### src/rtl/rtp_depacketizer.sv
// RTP/PCM depacketizer: validates the 12-byte RTP header of each UDP payload,
// streams 16-bit big-endian samples to a playback FIFO and tracks sequence loss.
module rtp_depacketizer #(
    parameter logic [6:0]  PT_EXPECT   = 7'd0,
    parameter logic [31:0] SSRC_EXPECT = 32'h12345678,
    parameter logic [15:0] MAX_LEN     = 16'd972
) (
    input  logic               clk,
    input  logic               rst,
    input  logic               udp_rec_data_valid,
    input  logic [7:0]         udp_rec_rdata,
    input  logic [15:0]        udp_rec_data_length,
    input  logic               wav_out_full,
    output logic signed [15:0] wav_out_data,
    output logic               wav_out_wren,
    output logic [15:0]        rtp_seq,
    output logic [31:0]        rtp_timestamp,
    output logic               pkt_ok,
    output logic               pkt_drop,
    output logic [15:0]        lost_count,
    output logic [15:0]        overflow_count
);

    typedef enum logic [1:0] {S_IDLE, S_HDR, S_PAYLOAD, S_DISCARD} state_t;

    function automatic logic [15:0] sat_add16(input logic [15:0] a, input logic [15:0] b);
        logic [16:0] sum;
        sum = {1'b0, a} + {1'b0, b};
        return sum[16] ? 16'hFFFF : sum[15:0];
    endfunction

    function automatic logic [7:0] ssrc_byte(input logic [1:0] k);
        case (k)
            2'd0:    return SSRC_EXPECT[31:24];
            2'd1:    return SSRC_EXPECT[23:16];
            2'd2:    return SSRC_EXPECT[15:8];
            default: return SSRC_EXPECT[7:0];
        endcase
    endfunction

    state_t             state_q, state_d;
    logic [15:0]        byte_cnt_q, byte_cnt_d;
    logic [15:0]        len_q, len_d;
    logic [15:0]        seq_c_q, seq_c_d;
    logic [31:0]        ts_c_q, ts_c_d;
    logic [7:0]         hi_q, hi_d;
    logic               ref_valid_q, ref_valid_d;
    logic signed [15:0] wav_out_data_q, wav_out_data_d;
    logic               wav_out_wren_q, wav_out_wren_d;
    logic [15:0]        rtp_seq_q, rtp_seq_d;
    logic [31:0]        rtp_timestamp_q, rtp_timestamp_d;
    logic               pkt_ok_q, pkt_ok_d;
    logic               pkt_drop_q, pkt_drop_d;
    logic [15:0]        lost_count_q, lost_count_d;
    logic [15:0]        overflow_count_q, overflow_count_d;

    logic [15:0] idx;
    logic [15:0] len_cur;
    logic        last_byte;
    logic        len_bad;
    logic        hdr_fail;
    logic        fin_good;
    logic        fin_drop;

    always_comb begin
        idx       = (state_q == S_IDLE) ? 16'd0 : byte_cnt_q + 16'd1;
        len_cur   = (state_q == S_IDLE) ? udp_rec_data_length : len_q;
        // A zero length still consumes the single byte that carried it.
        last_byte = (len_cur == 16'd0) ? (idx == 16'd0) : (idx == len_cur - 16'd1);
        len_bad   = (udp_rec_data_length < 16'd12) || (udp_rec_data_length > MAX_LEN) ||
                    udp_rec_data_length[0];

        state_d          = state_q;
        byte_cnt_d       = byte_cnt_q;
        len_d            = len_q;
        seq_c_d          = seq_c_q;
        ts_c_d           = ts_c_q;
        hi_d             = hi_q;
        ref_valid_d      = ref_valid_q;
        wav_out_data_d   = wav_out_data_q;
        wav_out_wren_d   = 1'b0;
        rtp_seq_d        = rtp_seq_q;
        rtp_timestamp_d  = rtp_timestamp_q;
        pkt_ok_d         = 1'b0;
        pkt_drop_d       = 1'b0;
        lost_count_d     = lost_count_q;
        overflow_count_d = overflow_count_q;
        hdr_fail         = 1'b0;
        fin_good         = 1'b0;
        fin_drop         = 1'b0;

        if (udp_rec_data_valid) begin
            byte_cnt_d = idx;
            case (state_q)
                S_IDLE: begin
                    len_d    = udp_rec_data_length;
                    hdr_fail = len_bad || (udp_rec_rdata != 8'h80);
                    if (last_byte)     fin_drop = 1'b1;
                    else if (hdr_fail) state_d  = S_DISCARD;
                    else               state_d  = S_HDR;
                end
                S_HDR: begin
                    if (idx == 16'd1)
                        hdr_fail = (udp_rec_rdata[6:0] != PT_EXPECT);
                    else if (idx >= 16'd8)
                        hdr_fail = (udp_rec_rdata != ssrc_byte(idx[1:0]));
                    if (idx == 16'd2 || idx == 16'd3)
                        seq_c_d = {seq_c_q[7:0], udp_rec_rdata};
                    if (idx >= 16'd4 && idx <= 16'd7)
                        ts_c_d = {ts_c_q[23:0], udp_rec_rdata};
                    if (last_byte) begin
                        fin_good = ~hdr_fail;
                        fin_drop = hdr_fail;
                    end else if (hdr_fail) begin
                        state_d = S_DISCARD;
                    end else if (idx == 16'd11) begin
                        state_d = S_PAYLOAD;
                    end
                end
                S_PAYLOAD: begin
                    // Payload starts at an even offset, so even bytes are sample high halves.
                    if (!idx[0]) begin
                        hi_d = udp_rec_rdata;
                    end else if (wav_out_full) begin
                        overflow_count_d = sat_add16(overflow_count_q, 16'd1);
                    end else begin
                        wav_out_data_d = $signed({hi_q, udp_rec_rdata});
                        wav_out_wren_d = 1'b1;
                    end
                    if (last_byte) fin_good = 1'b1;
                end
                default: begin
                    if (last_byte) fin_drop = 1'b1;
                end
            endcase
        end

        if (fin_good) begin
            state_d         = S_IDLE;
            pkt_ok_d        = 1'b1;
            rtp_seq_d       = seq_c_q;
            rtp_timestamp_d = ts_c_q;
            ref_valid_d     = 1'b1;
            if (ref_valid_q)
                lost_count_d = sat_add16(lost_count_q, seq_c_q - (rtp_seq_q + 16'd1));
        end
        if (fin_drop) begin
            state_d    = S_IDLE;
            pkt_drop_d = 1'b1;
        end
    end

    always_ff @(posedge clk) begin
        if (rst) begin
            state_q          <= S_IDLE;
            byte_cnt_q       <= '0;
            len_q            <= '0;
            seq_c_q          <= '0;
            ts_c_q           <= '0;
            hi_q             <= '0;
            ref_valid_q      <= 1'b0;
            wav_out_data_q   <= '0;
            wav_out_wren_q   <= 1'b0;
            rtp_seq_q        <= '0;
            rtp_timestamp_q  <= '0;
            pkt_ok_q         <= 1'b0;
            pkt_drop_q       <= 1'b0;
            lost_count_q     <= '0;
            overflow_count_q <= '0;
        end else begin
            state_q          <= state_d;
            byte_cnt_q       <= byte_cnt_d;
            len_q            <= len_d;
            seq_c_q          <= seq_c_d;
            ts_c_q           <= ts_c_d;
            hi_q             <= hi_d;
            ref_valid_q      <= ref_valid_d;
            wav_out_data_q   <= wav_out_data_d;
            wav_out_wren_q   <= wav_out_wren_d;
            rtp_seq_q        <= rtp_seq_d;
            rtp_timestamp_q  <= rtp_timestamp_d;
            pkt_ok_q         <= pkt_ok_d;
            pkt_drop_q       <= pkt_drop_d;
            lost_count_q     <= lost_count_d;
            overflow_count_q <= overflow_count_d;
        end
    end

    assign wav_out_data   = wav_out_data_q;
    assign wav_out_wren   = wav_out_wren_q;
    assign rtp_seq        = rtp_seq_q;
    assign rtp_timestamp  = rtp_timestamp_q;
    assign pkt_ok         = pkt_ok_q;
    assign pkt_drop       = pkt_drop_q;
    assign lost_count     = lost_count_q;
    assign overflow_count = overflow_count_q;

endmodule

### config.mk
export PLATFORM = sky130hd
export DESIGN_NAME = rtp_depacketizer
export DESIGN_NICKNAME = d
export VERILOG_FILES = /design/src/rtl/rtp_depacketizer.sv
export SDC_FILE = /design/constraint.sdc
export NUM_CORES = 1
export LEC_CHECK = 0
export CAP_MARGIN = 15
export CORE_ASPECT_RATIO = 0.9
export CORE_MARGIN = 5
export CORE_UTILIZATION = 50
export CTS_CLUSTER_DIAMETER = 80
export DETAILED_ROUTE_END_ITERATION = 7
export PLACE_DENSITY = 0.73
export SLEW_MARGIN = 5
export SYNTH_ARGS = -nofsm -noshare
export SYNTH_HDL_FRONTEND = slang
export SYNTH_SLANG_ARGS = --single-unit
### constraint.sdc
create_clock -name clk -period 8 [get_ports clk]
set_input_delay 1.2 -clock clk [delete_from_list [all_inputs] [get_ports clk]]
set_output_delay 1.2 -clock clk [all_outputs]
set_load 0.005 [all_outputs]
### Word level (Yosys, flattened, before mapping)

Cells that the tools add are included.

* $add $sub $neg: 6
* magnitude comparators: 5
* eq/ne operators: 14
* bitwise operators: 5
* reduce and logical (&&, ||, !) cells: 20
* mux-type cells: 30

Operators by type and width (count)
* $mux W16: 4
* $add A16 B1 Y16 const B: 2
* $eq A16 B2 Y1 const B: 2
* $logic_not A16 Y1: 2
* $mux W8: 4
* $pmux W7 S3: 1
* $add A16 B1 Y17 const B: 1
* $add A16 B16 Y17: 1
* $eq A16 B1 Y1 const B: 1
* $eq A16 B16 Y1: 1
* $eq A16 B4 Y1 const B: 1
* $ge A16 B3 Y1 const B: 1
* $ge A16 B4 Y1 const B: 1
* $gt A16 B10 Y1 const B: 1
* $le A16 B3 Y1 const B: 1
* $lt A16 B4 Y1 const B: 1
* $sub A16 B1 Y16 const B: 1
* $sub A16 B16 Y16: 1
* $mux W1: 13
* $mux W2: 5
* $reduce_and A3 Y1: 3
* $ne A8 B8 Y1: 1
* $ne A8 B8 Y1 const B: 1
* $reduce_and A4 Y1: 2
* 16 further kinds: 28

* output and inout bits: 99
* input bits: 28
* word-level logic and storage cells: 95
* bits in registers: 190

### Longest topological paths before layout

* depth after elaboration: 18
* gate-level depth with buffers: 23
* gate-level depth less buffers: 22

### Worst setup path before layout

Ideal clock, no wire load.

* path kind: register -> register
* start point: reg state_q[0]
* end point: reg lost_count_q[10] (netlist: lost_count[10])
* library setup time: 86 ps
* path slack: 2446 ps
* cell stages (with the launch flop): 21
* clock period less this slack: 5554 ps
* data arrival time: 5468 ps
* data required time: 7914 ps
* path buffers: 8
* cells stage by stage: dfxtp_1 > inv_1 > ha_1 > clkbuf_1 > clkbuf_1 > buf_2 > buf_2 > buf_2 > buf_2 > buf_1 > mux2i_1 > ha_1 > nor4bb_1 > nand2_1 > a211oi_1 > xnor3_1 > or4b_4 > o41ai_4 > nand4_2 > buf_2 > a211oi_1

* cells in the longest elaborated chain, start to end: 18
* elaborated cells on any way between the ends: 31
* those cells by class: add/sub: 1; order compare: 1; eq/ne: 7; mux: 16; bitwise: 1; reduce/logical: 5

Ends and longest elaborated chain
* from (decl): line 41 `state_t state_q, state_d;`
* from (signal assigned): line 171 `state_q <= state_d;`
* $logic_not A2 Y1: line 66, 67
* $mux W16: line 66 `idx = (state_q == S_IDLE) ? 16'd0 : byte_cnt_q + 16'd1;`
* $eq A2 B2 Y1, or another cell as far along: line 33 `case (k)`
* $pmux W7 S3: line 33
* $mux W8: line 105 `else if (idx >= 16'd8)`
* $mux W8: line 103 `if (idx == 16'd1)`
* $mux W8: line 94 `case (state_q)`
* $mux W8: line 92 `if (udp_rec_data_valid) begin`
* [... 2 more ...]
* $mux W1: line 103
* $mux W1: line 94
* $mux W1: line 92
* $not A1 Y1: line 112 `fin_good = ~hdr_fail;`
* $mux W1: line 111 `if (last_byte) begin`
* $pmux W1 S2 (*): line 94
* $mux W1 (*): line 92
* $reduce_and A2 Y1 (no source line) (*)
* to (signal assigned): line 184 `lost_count_q <= lost_count_d;`
* to (decl): line 54 `logic [15:0] lost_count_q, lost_count_d;`

Mark *: on every way between the ends. The rest lies on a longest branch, timed or not. The select of a mux whose other input is x is not followed.
A chain may end at the register's enable or synchronous reset.

### Worst setup path in the final report

* start point: in udp_rec_data_length[2]
* end point: reg lost_count_q[3] (netlist: lost_count[3])

* cells in the longest elaborated chain, start to end: 8
* elaborated cells on any way between the ends: 10
* those cells by class: add/sub: 1; eq/ne: 1; mux: 6; reduce/logical: 2

Ends and longest elaborated chain
* from (decl): line 12 `input logic [15:0] udp_rec_data_length,`
* $mux W16 (*)
* $sub A16 B1 Y16: line 69 `last_byte = (len_cur == 16'd0) ? (idx == 16'd0) : (idx == len_cur - 16'd1);`
* $eq A16 B16 Y1: line 69
* $mux W1 (*): line 69
* $mux W1 (on tied branches): line 130, 111
* $pmux W1 S2 (*): line 94
* $mux W1 (*): line 92
* $reduce_and A2 Y1 (no source line) (*)

Mark *: on every way between the ends. The rest lies on a longest branch, timed or not.

==> impl_metrics.csv <==
group,metric,value,unit
cts,cts_sinks,190,
sta,finalSetupViolations,0,
cts,cts_root_buf,"clkbuf_16",
sta,setup_slack,2.23,ns
worst_setup_path,required,8.36,ns
route,dr.pass1.iters,5,
placed_design,gp_congestion,0.907,
global_routing,grt-busiest-layer,"met2",
floorplan,die-width,162,um
cts,cts-resized-gates,0,
worst_setup_path,slowest_delay,0.77,ns
cts,postCtsHoldBufs,0,
synth,syn_nets,1391,
cts,h-tree-depth,4,
global_routing,met3_usage,3.93,%
sta,post-route-period-util,72.1,%
global_routing,first_global_vias,9220,
floorplan,coreArea,0.0206,mm^2
worst_setup_path,r2r-end,"lost_count[3]$_SDFFE_PP0P_",
global_routing,antenna_found_initial,0,
placed_design,pre_cts_slack,1.86,ns
sta,skew,0.0136,ns
route,vias_per_cell,5.98,
global_routing,grt_start_max_net_pins,105,
synth,synth.avg_cell_area,7.90,um^2
synth,ys_seq_area_share,36.5,%
sta,tightest_slew,1.12,ns
floorplan,io_pins,127,
worst_setup_path,crit_fanout,52,
worst_setup_path,start_kind,"input pin",
synth,syn_inst,1319,
cells_and_area,mostFrequentLayoutCells,"dfxtp_1 (190), nand2_1 (159), a21oi_1 (152)",
cells_and_area,nets,1456,
sta,hold_violations,0,
cells_and_area,final_common_cell,"dfxtp_1",
cells_and_area,syn_to_final_growth,19.2,%
cts,post_cts_buffers,0,
worst_setup_path,reg2reg_depth,13,
global_routing,grt.overflow.total,0,
cts,insertion_delay,0.44,ns
synth,synth_area,0.0104,mm^2
global_routing,grt_pass1_wl,47500,um
synth,ys_ff_latch,190,
worst_setup_path,end_kind,"flop",
cells_and_area,diodes,0,
cells_and_area,drive_gt1_share,4.80,%
sta,slew_violations,0,
worst_setup_path,rrSetupSlack,2.42,ns
global_routing,grtUsageTotal,23.8,%
synth,synth_top_area_cell,"dfxtp_1",
power,vdd_drop_max,0.142,mV
sta,fin_crit,5.77,ns
route,num_vias,9902,
floorplan,initial_core_util,50.5,%
worst_setup_path,cp_slowest_cell,"a222oi_1",
cts,clk_path_buf_depth,2,
run,drv_cap,0,
route,wirelength,29000,um
synth,synth_edf_count,0,
hold_path,min_from,"hi_q[3]$_SDFFE_PP0P_",
global_routing,use_met2,37.2,%
global_routing,grtUsageMet1,34.5,%
cts,cts_tree,"yes",
worst_setup_path,crit_chain,"clkdlybuf4s50_1 > or4b_1 > a222oi_1 > a21boi_0 > xor2_1 > xnor2_1 > or4b_4 > o41ai_4 > buf_4 > nand4_2 > a211oi_1",
floorplan,die_height,147,um
power,power.density,178,mW/mm^2
worst_setup_path,critPathArrivalTime,6.13,ns
status,status,"finished clean",
route,first_iter_violations,793,
worst_setup_path,path_class,"input pin to flop",
route,drc_errors,0,
floorplan,row_count,50,
sta,fmax,173,MHz
synth,synthArstFlopShare,0,%
cts,clk_pin_slew,0.08,ns
sta,slew_headroom,25.7,%
synth,synth_top_area_share,36.5,%
placed_design,dp_hpwl,19400,um
route,wl_per_cell,17.5,um
placed_design,portBuffers,126,
worst_setup_path,crit_start,"udp_rec_data_length[2]",
sta,finalSetupTns,0,ns
synth,synthTopCellsByArea,"dfxtp_1 (37%), a21oi_1 (7.3%), nand2_1 (5.7%), ha_1 (5.0%), mux2i_1 (4.8%)",
power,p_leak,4.40,nW
synth,ys.flop_type,"dfxtp_1",
route,antenna_left,0,
hold_path,hold_class,"flop to flop",
cts,numCtsBuffers,17,
worst_setup_path,cp-endpoint,"lost_count[3]$_SDFFE_PP0P_",
sta,rsz0062_at_grt,"false",
synth,yosysWarnings,0,
synth,ys_types,66,
worst_setup_path,r2r_start,"state_q[0]$_SDFFE_PP0P_",
floorplan,dieArea,0.0238,mm^2
[power breakdown]
part           switching (mW)  internal [mW]  total [mW]
clock                   0.436          0.459       0.894
combinational           0.217          0.128       0.344
sequential             0.0127          0.957       0.970
total                   0.665           1.54        2.21
[per-layer routing]
metal / part of all wire, % / vias to the layer above
met1: 47 / 4721
met5: 0 / -
li1: - / 4846
met4: 1.2 / 0
met2: 46 / 303
met3: 5.8 / 32
[cell type report]
cell class,instances,area (um^2)
inverters,59,221
clock buffers,17,425
repair buffers,136,1330
flip-flops and latches,190,3800
well taps,260,325
clock inverters,15,218
fillers,1866,8230
multi-input cells,980,6090
[worst max-delay path: cells and delay by family]
family | cells | cell delay, ns
AOI/OAI and AO/OA | 4 | 1.78
xor gates and xnor gates | 2 | 0.39
buffers and inverters | 2 | 1.04
and+or+nand+nor | 3 | 1.70
[worst min path at each step]
stage | slack (ns) | depth (start not counted) | to
3_5_place_dp | 0.44 | 2 | wav_out_data[11]$_SDFFE_PP0P_
5_1_grt | 0.47 | 2 | wav_out_data[11]$_SDFFE_PP0P_
2_1_floorplan | 0.43 | 2 | wav_out_data[10]$_SDFFE_PP0P_
4_1_cts | 0.46 | 2 | wav_out_data[11]$_SDFFE_PP0P_
3_3_place_gp | 0.44 | 2 | wav_out_data[13]$_SDFFE_PP0P_
6_report | 0.45 | 2 | wav_out_data[11]$_SDFFE_PP0P_
[stage by stage]
stage	power [mW]	instance area [um^2]	std cells	hold WS, ns	util (%)
after floorplan	1.24	10400	1319	0.432	-
after global placement	1.33	11800	1625	0.439	57.0
after detailed placement	1.33	11800	1625	0.443	57.0
after CTS	2.22	12400	1657	0.457	60.2
after global routing	2.30	12400	1657	0.473	60.2
final	2.21	12400	1657	0.454	60.2
[kinds of logic (layout without fill, tap and decap cells)]
| logic type | after synthesis | after routing | synth area share [%] |
|---|---|---|---|
| multiplexers | 53 | 53 | 5.13 |
| AND/OR/NAND/NOR | 489 | 489 | 23.2 |
| XOR/XNOR | 67 | 67 | 5.76 |
| flip-flops | 190 | 190 | 36.5 |
| adder cells (fa/ha/maj) | 44 | 44 | 5.43 |
| AO/OA/AOI/OAI | 327 | 327 | 18.6 |
| buffers and inverters | 149 | 227 | 5.44 |
[synthesized netlist by cell type (3+ instances only)]
cell	instances
a21o_1	4
dfxtp_1	190
o31ai_1	6
nor2_1	103
nor2b_1	8
nor4_1	27
a21oi_1	152
xor2_1	20
or3_1	13
ha_1	42
clkbuf_1	80
and3_1	12
nor4bb_1	4
xnor2_1	46
nand2_1	159
o21a_1	3
mux2_2	3
or4_1	6
and2_1	5
buf_1	4
buf_2	6
o21ai_0	75
mux2i_1	50
a211o_1	5
o21bai_1	6
a21boi_0	6
a22oi_1	5
nand3_1	33
or2_2	4
and4_1	5
or3b_2	3
a211oi_1	28
nand4_1	66
o211ai_1	5
inv_1	58
a31oi_1	11
nor3_1	27
Power figures use the tool's default switching activity.
